`config.mk`:
```
export PLATFORM = sky130hd
export DESIGN_NAME = pipe_ctrl
export DESIGN_NICKNAME = d
export VERILOG_FILES = /design/src/rtl/pipe_pkg.sv /design/src/rtl/pipe_fwd.sv /design/src/rtl/pipe_ctrl.sv
export SDC_FILE = /design/constraint.sdc
export NUM_CORES = 1
export LEC_CHECK = 0
export ABC_AREA = 1
export CAP_MARGIN = 10
export CORE_UTILIZATION = 65
export CTS_CLUSTER_SIZE = 28
export DETAILED_ROUTE_END_ITERATION = 8
export DONT_BUFFER_PORTS = 1
export PLACE_DENSITY = 0.93
export SLEW_MARGIN = 20
export SYNTH_ARGS = -nofsm -noshare
export SYNTH_HDL_FRONTEND = slang
export SYNTH_SLANG_ARGS = --single-unit
export TNS_END_PERCENT = 5
```
`constraint.sdc`:
```
create_clock -name i_clk -period 1.9 [get_ports i_clk]
set_input_delay 0.095 -clock i_clk [delete_from_list [all_inputs] [get_ports i_clk]]
set_output_delay 0.095 -clock i_clk [all_outputs]
set_load 0.02 [all_outputs]
```
`src/rtl/pipe_pkg.sv`:
```
// Shared definitions for the pipeline stall/flush sequencer: state encoding and size limits.
package pipe_pkg;

  localparam int REG_AW_DEF = 5;
  localparam int LB_MIN     = 1;
  localparam int LB_MAX     = 3;
  localparam int CNT_W_DEF  = 32;

  typedef enum logic [2:0] {
    ST_RUN    = 3'd0,
    ST_LSTALL = 3'd1,
    ST_MWAIT  = 3'd2,
    ST_FLUSH  = 3'd3,
    ST_HALT   = 3'd4
  } pipe_state_t;

endpackage

```
`src/rtl/pipe_fwd.sv`:
```
// Combinational operand forwarding selects and load-use hazard compare for the instruction in ID.
module pipe_fwd
  import pipe_pkg::*;
#(
  parameter int REG_AW = REG_AW_DEF
) (
  input  logic [REG_AW-1:0] i_rs1,
  input  logic              i_rs1_used,
  input  logic [REG_AW-1:0] i_rs2,
  input  logic              i_rs2_used,
  input  logic [REG_AW-1:0] i_ex_rd,
  input  logic              i_ex_wen,
  input  logic              i_ex_mem_read,
  input  logic [REG_AW-1:0] i_mem_rd,
  input  logic              i_mem_wen,
  output logic              o_alu_op1,
  output logic              o_alu_op2,
  output logic              o_mem_op1,
  output logic              o_mem_op2,
  output logic              o_hazard
);

  logic w_ex_wr, w_mem_wr;

  // x0 is hardwired zero, so writes to it never produce a dependency.
  assign w_ex_wr  = i_ex_wen  & (i_ex_rd  != '0);
  assign w_mem_wr = i_mem_wen & (i_mem_rd != '0);

  assign o_alu_op1 = w_ex_wr & (i_ex_rd == i_rs1) & ~i_ex_mem_read;
  assign o_alu_op2 = w_ex_wr & (i_ex_rd == i_rs2) & ~i_ex_mem_read;
  assign o_mem_op1 = w_mem_wr & (i_mem_rd == i_rs1) & ~o_alu_op1;
  assign o_mem_op2 = w_mem_wr & (i_mem_rd == i_rs2) & ~o_alu_op2;

  assign o_hazard = i_ex_mem_read & w_ex_wr &
                    ((i_rs1_used & (i_rs1 == i_ex_rd)) | (i_rs2_used & (i_rs2 == i_ex_rd)));

endmodule

```
`src/rtl/pipe_ctrl.sv`:
```
// Stall/flush sequencer for the 5-stage pipeline; outputs decode combinationally from state + inputs.
// Optional PIPE_CTRL_PERF_EN adds saturating stall-cycle and flush-entry counters.
module pipe_ctrl
  import pipe_pkg::*;
#(
  parameter int REG_AW       = REG_AW_DEF,
  parameter int LOAD_BUBBLES = 1,
  parameter int CNT_W        = CNT_W_DEF
) (
  input  logic              i_clk,
  input  logic              i_rst,
  input  logic [REG_AW-1:0] i_id_rs1_raddr,
  input  logic              i_id_rs1_used,
  input  logic [REG_AW-1:0] i_id_rs2_raddr,
  input  logic              i_id_rs2_used,
  input  logic [REG_AW-1:0] i_ex_rd_waddr,
  input  logic              i_ex_rd_wen,
  input  logic              i_ex_mem_read,
  input  logic [REG_AW-1:0] i_mem_rd_waddr,
  input  logic              i_mem_rd_wen,
  input  logic              i_ex_redirect,
  input  logic              i_dmem_busy,
  input  logic              i_halt,
  output logic              o_if_hold,
  output logic              o_if_id_hold,
  output logic              o_id_ex_hold,
  output logic              o_if_id_flush,
  output logic              o_id_ex_flush,
  output logic              o_frwd_alu_op1,
  output logic              o_frwd_alu_op2,
  output logic              o_frwd_mem_op1,
  output logic              o_frwd_mem_op2,
  output logic [2:0]        o_state,
  output logic              o_halted
`ifdef PIPE_CTRL_PERF_EN
  ,
  output logic [CNT_W-1:0]  o_stall_cycles,
  output logic [CNT_W-1:0]  o_flush_count
`endif
);

  localparam logic [1:0] LB_INIT = 2'(LOAD_BUBBLES - 1);

  // Out-of-range configurations elaborate this marker block so they show up in the hierarchy.
  if (LOAD_BUBBLES < LB_MIN || LOAD_BUBBLES > LB_MAX || CNT_W < 1) begin : g_bad_cfg
  end

  pipe_state_t r_state, r_saved;
  logic [1:0]  r_cnt;
  logic        r_pend;

  pipe_state_t w_nxt, w_saved_nxt, w_eff;
  logic [1:0]  w_cnt_nxt;
  logic        w_pend_nxt, w_redir, w_hazard;
  logic        w_if_hold, w_if_id_hold, w_id_ex_hold, w_if_id_flush, w_id_ex_flush;
  logic        w_alu1, w_alu2, w_mem1, w_mem2;

  pipe_fwd #(.REG_AW(REG_AW)) u_fwd (
    .i_rs1         (i_id_rs1_raddr),
    .i_rs1_used    (i_id_rs1_used),
    .i_rs2         (i_id_rs2_raddr),
    .i_rs2_used    (i_id_rs2_used),
    .i_ex_rd       (i_ex_rd_waddr),
    .i_ex_wen      (i_ex_rd_wen),
    .i_ex_mem_read (i_ex_mem_read),
    .i_mem_rd      (i_mem_rd_waddr),
    .i_mem_wen     (i_mem_rd_wen),
    .o_alu_op1     (w_alu1),
    .o_alu_op2     (w_alu2),
    .o_mem_op1     (w_mem1),
    .o_mem_op2     (w_mem2),
    .o_hazard      (w_hazard)
  );

  // Leaving MWAIT decodes as the interrupted state, so a load stall resumes seamlessly.
  assign w_eff   = (r_state == ST_MWAIT) ? r_saved : r_state;
  assign w_redir = i_ex_redirect | r_pend;

  always_comb begin
    w_nxt         = r_state;
    w_saved_nxt   = r_saved;
    w_cnt_nxt     = r_cnt;
    w_pend_nxt    = r_pend;
    w_if_hold     = 1'b0;
    w_if_id_hold  = 1'b0;
    w_id_ex_hold  = 1'b0;
    w_if_id_flush = 1'b0;
    w_id_ex_flush = 1'b0;
    if (r_state == ST_HALT || i_halt) begin
      w_if_hold    = 1'b1;
      w_if_id_hold = 1'b1;
      w_id_ex_hold = 1'b1;
      w_nxt        = ST_HALT;
    end else if (i_dmem_busy) begin
      w_if_hold    = 1'b1;
      w_if_id_hold = 1'b1;
      w_id_ex_hold = 1'b1;
      w_nxt        = ST_MWAIT;
      if (r_state != ST_MWAIT) w_saved_nxt = r_state;
      if (i_ex_redirect)       w_pend_nxt  = 1'b1;
    end else if (w_redir) begin
      // Redirect beats load-use: the dependent instruction is on the wrong path anyway.
      w_if_id_flush = 1'b1;
      w_id_ex_flush = 1'b1;
      w_pend_nxt    = 1'b0;
      w_nxt         = ST_FLUSH;
    end else begin
      case (w_eff)
        ST_RUN: begin
          w_nxt = ST_RUN;
          if (w_hazard) begin
            w_if_hold     = 1'b1;
            w_if_id_hold  = 1'b1;
            w_id_ex_flush = 1'b1;
            w_cnt_nxt     = LB_INIT;
            if (LOAD_BUBBLES > 1) w_nxt = ST_LSTALL;
          end
        end
        ST_LSTALL: begin
          w_if_hold     = 1'b1;
          w_if_id_hold  = 1'b1;
          w_id_ex_flush = 1'b1;
          w_cnt_nxt     = r_cnt - 2'd1;
          w_nxt         = (w_cnt_nxt == 2'd0) ? ST_RUN : ST_LSTALL;
        end
        ST_FLUSH: begin
          w_if_id_flush = 1'b1;
          w_nxt         = ST_RUN;
        end
        default: w_nxt = ST_RUN;
      endcase
    end
  end

  always_ff @(posedge i_clk or posedge i_rst) begin
    if (i_rst) begin
      r_state <= ST_RUN;
      r_saved <= ST_RUN;
      r_cnt   <= 2'd0;
      r_pend  <= 1'b0;
    end else begin
      r_state <= w_nxt;
      r_saved <= w_saved_nxt;
      r_cnt   <= w_cnt_nxt;
      r_pend  <= w_pend_nxt;
    end
  end

  assign o_if_hold      = w_if_hold;
  assign o_if_id_hold   = w_if_id_hold & ~w_if_id_flush;
  assign o_id_ex_hold   = w_id_ex_hold & ~w_id_ex_flush;
  assign o_if_id_flush  = w_if_id_flush;
  assign o_id_ex_flush  = w_id_ex_flush;
  assign o_halted       = (r_state == ST_HALT);
  assign o_state        = r_state;
  assign o_frwd_alu_op1 = w_alu1 & ~o_halted;
  assign o_frwd_alu_op2 = w_alu2 & ~o_halted;
  assign o_frwd_mem_op1 = w_mem1 & ~o_halted;
  assign o_frwd_mem_op2 = w_mem2 & ~o_halted;

`ifdef PIPE_CTRL_PERF_EN
  logic [CNT_W-1:0] r_stall_cycles, r_flush_count;
  logic             w_any_hold;

  assign w_any_hold = o_if_hold | o_if_id_hold | o_id_ex_hold;

  always_ff @(posedge i_clk or posedge i_rst) begin
    if (i_rst) begin
      r_stall_cycles <= '0;
      r_flush_count  <= '0;
    end else begin
      if (w_any_hold && r_state != ST_HALT && r_stall_cycles != '1)
        r_stall_cycles <= r_stall_cycles + 1'b1;
      if (w_nxt == ST_FLUSH && r_state != ST_FLUSH && r_flush_count != '1)
        r_flush_count <= r_flush_count + 1'b1;
    end
  end

  assign o_stall_cycles = r_stall_cycles;
  assign o_flush_count  = r_flush_count;
`endif

endmodule

```
* After elaboration in Yosys (flattened, before gate mapping)
Cells that the tools add are included.
** Cells by class
- Add/sub/neg operators :: 1
- Equal/unequal tests :: 13
- Mux-type cells :: 25
- Bitwise gates (word level) :: 31
- Reduce and logical (&&, ||, !) cells :: 10
** Operator list (number)
- equality test 5 bit :: 6
- bitwise AND 1 bit :: 20
- two-way mux 1 bit :: 18
- nonzero test 5 bit :: 2
- NOT 1 bit :: 9
- equality test 3 x 2 -> 1 bit (second input constant) :: 2
- two-way mux 2 bit :: 3
- two-way mux 3 bit :: 2
- AND reduction 3 bit :: 2
- AND reduction 5 bit :: 1
- one-hot mux 2 bit (2 select lines) :: 1
- nonzero test 2 bit :: 2
- equality test 3 x 1 -> 1 bit (second input constant) :: 1
- equality test 3 bit (second input constant) :: 1
- zero test 3 bit :: 1
- != test 3 x 2 -> 1 bit (second input constant) :: 1
- zero test 2 bit :: 1
- != test 2 x 1 -> 1 bit (second input constant) :: 1
- != test 2 bit (second input constant) :: 1
- OR 1 bit :: 2
- one-hot mux 1 bit (2 select lines) :: 1
- subtractor 2 x 1 -> 2 bit (second input constant) :: 1
- logical OR 1 bit :: 1
** Storage, ports and cells
- Flip-flop bits (word level) :: 9
- Bits of input ports :: 30
- Output and inout port bits :: 13
- Logic and storage cells :: 84

* Longest topological paths before layout
- Depth in word-level cells :: 11
- Mapped depth :: 11

* Cells and area by module
A second synthesis with hierarchy kept.
** Second synthesis, totals
- Cells, all modules :: 147
- Area total of the unflattened synthesis :: 940.9 um2
** Modules (own cells, without submodules)
- pipe_ctrl :: times used 1, cells each 75, area an instance 560.5 um2
- pipe_fwd :: times used 1, cells each 72, area an instance 380.4 um2

* Worst setup path before layout
OpenSTA, ideal clock, no wires.
- Kind :: reg2out
- Start :: reg r_state[0] (netlist: o_state[0])
- End :: out o_id_ex_flush
- Arrival time :: 1.544 ns
- Slack :: 0.261 ns
- Cell stages (with the launch flop) :: 8
- Cell sequence :: dfrtp_1 nor3_4 nor2_4 inv_2 nor2_2 inv_1 o21bai_1 inv_1
** Between the ends
- Elaborated cells on any way between the ends :: 10
- Those cells by class :: eq/ne: 3; mux: 5; reduce/logical: 2
** RTL lines
- start: declaration :: line pipe_ctrl.sv:48 : pipe_state_t r_state, r_saved;
- start signal: assignment :: line pipe_ctrl.sv:142 : r_state <= w_nxt;
- equality test 3 bit
- via o_halted :: line pipe_ctrl.sv:34 : output logic o_halted
- logical OR 1 bit :: line pipe_ctrl.sv:89 : if (r_state == ST_HALT || i_halt) begin
- two-way mux 1 bit :: line pipe_ctrl.sv:89
- end: declaration :: line pipe_ctrl.sv:28 : output logic o_id_ex_flush,
The timed path passes the listed nets, and every way through them passes these cells.

* Final worst setup path
- Start :: reg r_state[2] (netlist: o_state[2])
- End :: out o_if_id_flush
** Between the ends
- Elaborated cells on any way between the ends :: 9
- Those cells by class :: eq/ne: 3; mux: 5; reduce/logical: 1
** RTL lines
- equality test 3 bit
- via o_halted :: line pipe_ctrl.sv:34
- logical OR 1 bit :: line pipe_ctrl.sv:89
- two-way mux 1 bit :: line pipe_ctrl.sv:89
- end: declaration :: line pipe_ctrl.sv:27 : output logic o_if_id_flush,
The timed path passes the listed nets, and every way through them passes these cells.

==> flow_metrics.py <==
metrics = {
    "logic_synthesis": {
        "netlist.area_leader.share": 0.254,
        "avgSynthCellArea_um2": 6.28,
        "yosys.area.top_type": "dfrtp_1",
        "yosysMostFrequentCell": "nand2_1",
        "ys_warn_count": 0,
        "synth_edf_count": 0,
        "synth_top_cells_by_area": "dfrtp_1, nand2_1, inv_1, nor2_1, xor2_1",
        "ys_seq_area_frac": 0.254,
        "async_flop_share": 1.00,
        "yosysUniqueCellTypes": 23,
        "synthCells": 141,
        "synthFlopType": "dfrtp_1",
        "synth-seq-cells": 9,
        "syn-cell-area_um2": 886,
        "synth_nets": 172,
        "synth_common_cells": "nand2_1, inv_1, nor2_1",
    },
    "timing": {
        "hold_violations": 0,
        "relSlewSlack": 0.666,
        "finalSetupViolCount": 3,
        "drv_slew": 0,
        "max_freq_mhz": 514,
        "worst_pin_slew_ns": 0.499,
        "setup_ws_ns": -0.0473,
        "rsz0062_at_grt": "true",
        "fin_crit_sh": 1.02,
        "min_period_ns": 1.95,
        "holdWs_ns": 0.0451,
        "fin_skew_ns": 0.0147,
    },
    "clock_tree": {
        "cts_tree": "yes",
        "cts_buffers": 3,
        "clkTransAtPathRegs_ns": 0.08,
        "clockBufferDepth": 2,
        "cts_root_buffer": "clkbuf_4",
        "insertion_delay_ns": 0.29,
        "cts_num_sinks": 9,
        "htreeDepth": 1,
    },
    "floorplan": {
        "die_h_um": 38.9,
        "dieArea_um2": 1510,
        "die_x_um": 38.9,
        "core-area_um2": 1190,
        "io_pins": 43,
        "rows": 12,
        "start_util": 0.747,
    },
    "global_route": {
        "grt_pass1_vias": 940,
        "grt_max_degree": 10,
        "antenna_found_initial": 0,
        "gr-total-overflow": 0,
        "grt_usage": 0.376,
        "grt_pass1_wl_um": 3740,
    },
    "critical_path": {
        "r2r.worst_path.cells": 6,
        "r2r_slack_ns": 0.23,
        "crit_type": "flop to primary output",
        "cp.required_ns": 1.80,
        "worst_ep_arrival_time_ns": 1.85,
        "path_max_fanout": 6,
        "timing.rr.start": "o_state[2]",
        "end_kind": "primary output",
        "reg2reg_to": "r_pend",
        "crit_start": "o_state[2]",
        "startpoint_type": "flop",
    },
    "hold_path": {
        "holdPathEnd": "r_cnt[1]",
        "hold_depth": 3,
        "min_from": "i_dmem_busy",
        "hold_path.class": "input port to flop",
    },
    "route": {
        "drt-total-wl_um": 2710,
        "vias": 1007,
        "vias_per_cell": 5.92,
        "ant_nets": 0,
        "drc": 0,
        "wl_per_cell_um": 16.0,
        "dr.pass1.iters": 4,
        "drtIter0Drc": 37,
    },
    "pwr": {
        "power_uw": 718,
        "combPwrFrac": 0.385,
        "power.ir.vdd_worst_v": 0.000682,
        "sw_frac_of_total": 0.424,
        "switching_power_uw": 304,
        "total_leakage_power_uw": 0.000539,
        "p_clk_frac": 0.233,
        "pwr_density_cell_nw_per_um2": 686,
        "intPower_uw": 414,
        "power_frac_seq": 0.383,
    },
    "layout": {
        "post-route-util": 0.883,
        "diodes": 0,
        "syn2layout_area_growth_pct": 18.2,
        "nets": 188,
        "drive_gt1_frac": 0.173,
        "fin_area_um2": 1050,
        "instances_no_fill": 170,
    },
    "run_status": {
        "status": "finished, violations left",
        "violations": "negative setup slack",
    },
    "placed_design": {
        "hpwl_um": 1880,
        "place_area_um2": 941,
        "dp.cells": 160,
        "port_buffers": 0,
        "routabilityCongestion": 0.803,
    },
    "flow_run": {
        "max-cap-violations": 0,
    },
}
## worst max-delay path by stage
stage | end | slack [ns] | cells after the start
after floorplan | o_id_ex_flush | 0.26 | 7
after global placement | o_id_ex_flush | 0.30 | 7
after detailed placement | o_id_ex_flush | 0.25 | 8
after CTS | o_id_ex_flush | 0.002 | 8
after global routing | o_if_id_flush | -0.11 | 8
final | o_if_id_flush | -0.05 | 8
## final cells by class
cell class | instances | area [um^2]
multi-input cells | 107 | 586
flip-flops and latches | 9 | 229
fillers | 66 | 139
inverters | 25 | 98.8
repair buffers | 11 | 90.1
clock buffers | 4 | 26.3
well taps | 14 | 17.5
## cell usage in the layout, fill, tap and decap left out
cell and count:
nand2_1 39, nor2_1 21, inv_1 20, buf_4 8, xor2_1 7, nand4_1 7
xnor2_1 6, dfrtp_1 6, nor3_1 4, nand3_1 4, o21ai_0 4, inv_2 3
clkbuf_4 3, dlygate4sd3_1 3, dfrtp_2 3, inv_4 2, nor2_4 2, nor4_1 2
a21oi_2 1, nand3b_1 1, o21ai_1 1, nand2b_2 1, nand2_4 1, nor3_4 1
o211ai_1 1, a21oi_1 1, o21bai_4 1, nor2_2 1, ha_1 1, clkbuf_1 1
## registers in the layout (all words and copies together) (netlist names)
signal   count
o_state      3
r_saved      3
r_cnt        2
r_pend       1
## kinds of logic after synthesis
logic type      after synthesis  synth area share
compound gates                9            0.0607
fa+ha+maj                     1            0.0141
flops                         9             0.254
simple gates                 84             0.436
xor+xnor                     13             0.129
buf+inv                      25             0.106
## critical path: stages (launching register included)
cell     delay, ns
dfrtp_2       0.46
inv_4         0.07
nor3_4        0.46
nor2_4        0.11
inv_4         0.11
nor2_4        0.05
inv_2         0.08
a21oi_1       0.04
buf_4         0.17
## power groups by stage
stage / Clock, uW / Sequential (uW) / Combinational (uW)
floorplan: 0 / 266 / 184
global placement: 0 / 272 / 212
detailed placement: 0 / 273 / 223
CTS: 157 / 272 / 233
global route: 173 / 281 / 299
finish: 167 / 275 / 276
## per-layer routing
metal,vias up,wire length (um),global-route usage
li1,472,-,-
met1,440,1030,0.400
met2,71,1290,0.617
met3,24,234,0.133
met4,0,158,0.250
met5,-,0,0
## through the flow
step / TNS, ns / worst slack [ns]
6_report: -0.0824 / -0.0473
2_1_floorplan: 0 / 0.261
3_5_place_dp: 0 / 0.246
4_1_cts: 0 / 0.00228
3_3_place_gp: 0 / 0.303
5_1_grt: -0.444 / -0.114
## what timing repair did
item / 4_1_cts / 5_1_grt
hold buffers: 3 / 0
cloned: 0 / 0
setup buffers: 0 / 3
endpoints found under the setup margin: 4 / 6
pin swaps: 1 / 2
resized for setup: 5 / 6
endpoints found under the hold margin: 11 / 0
Note: power is estimated with default switching activity, not from simulation.
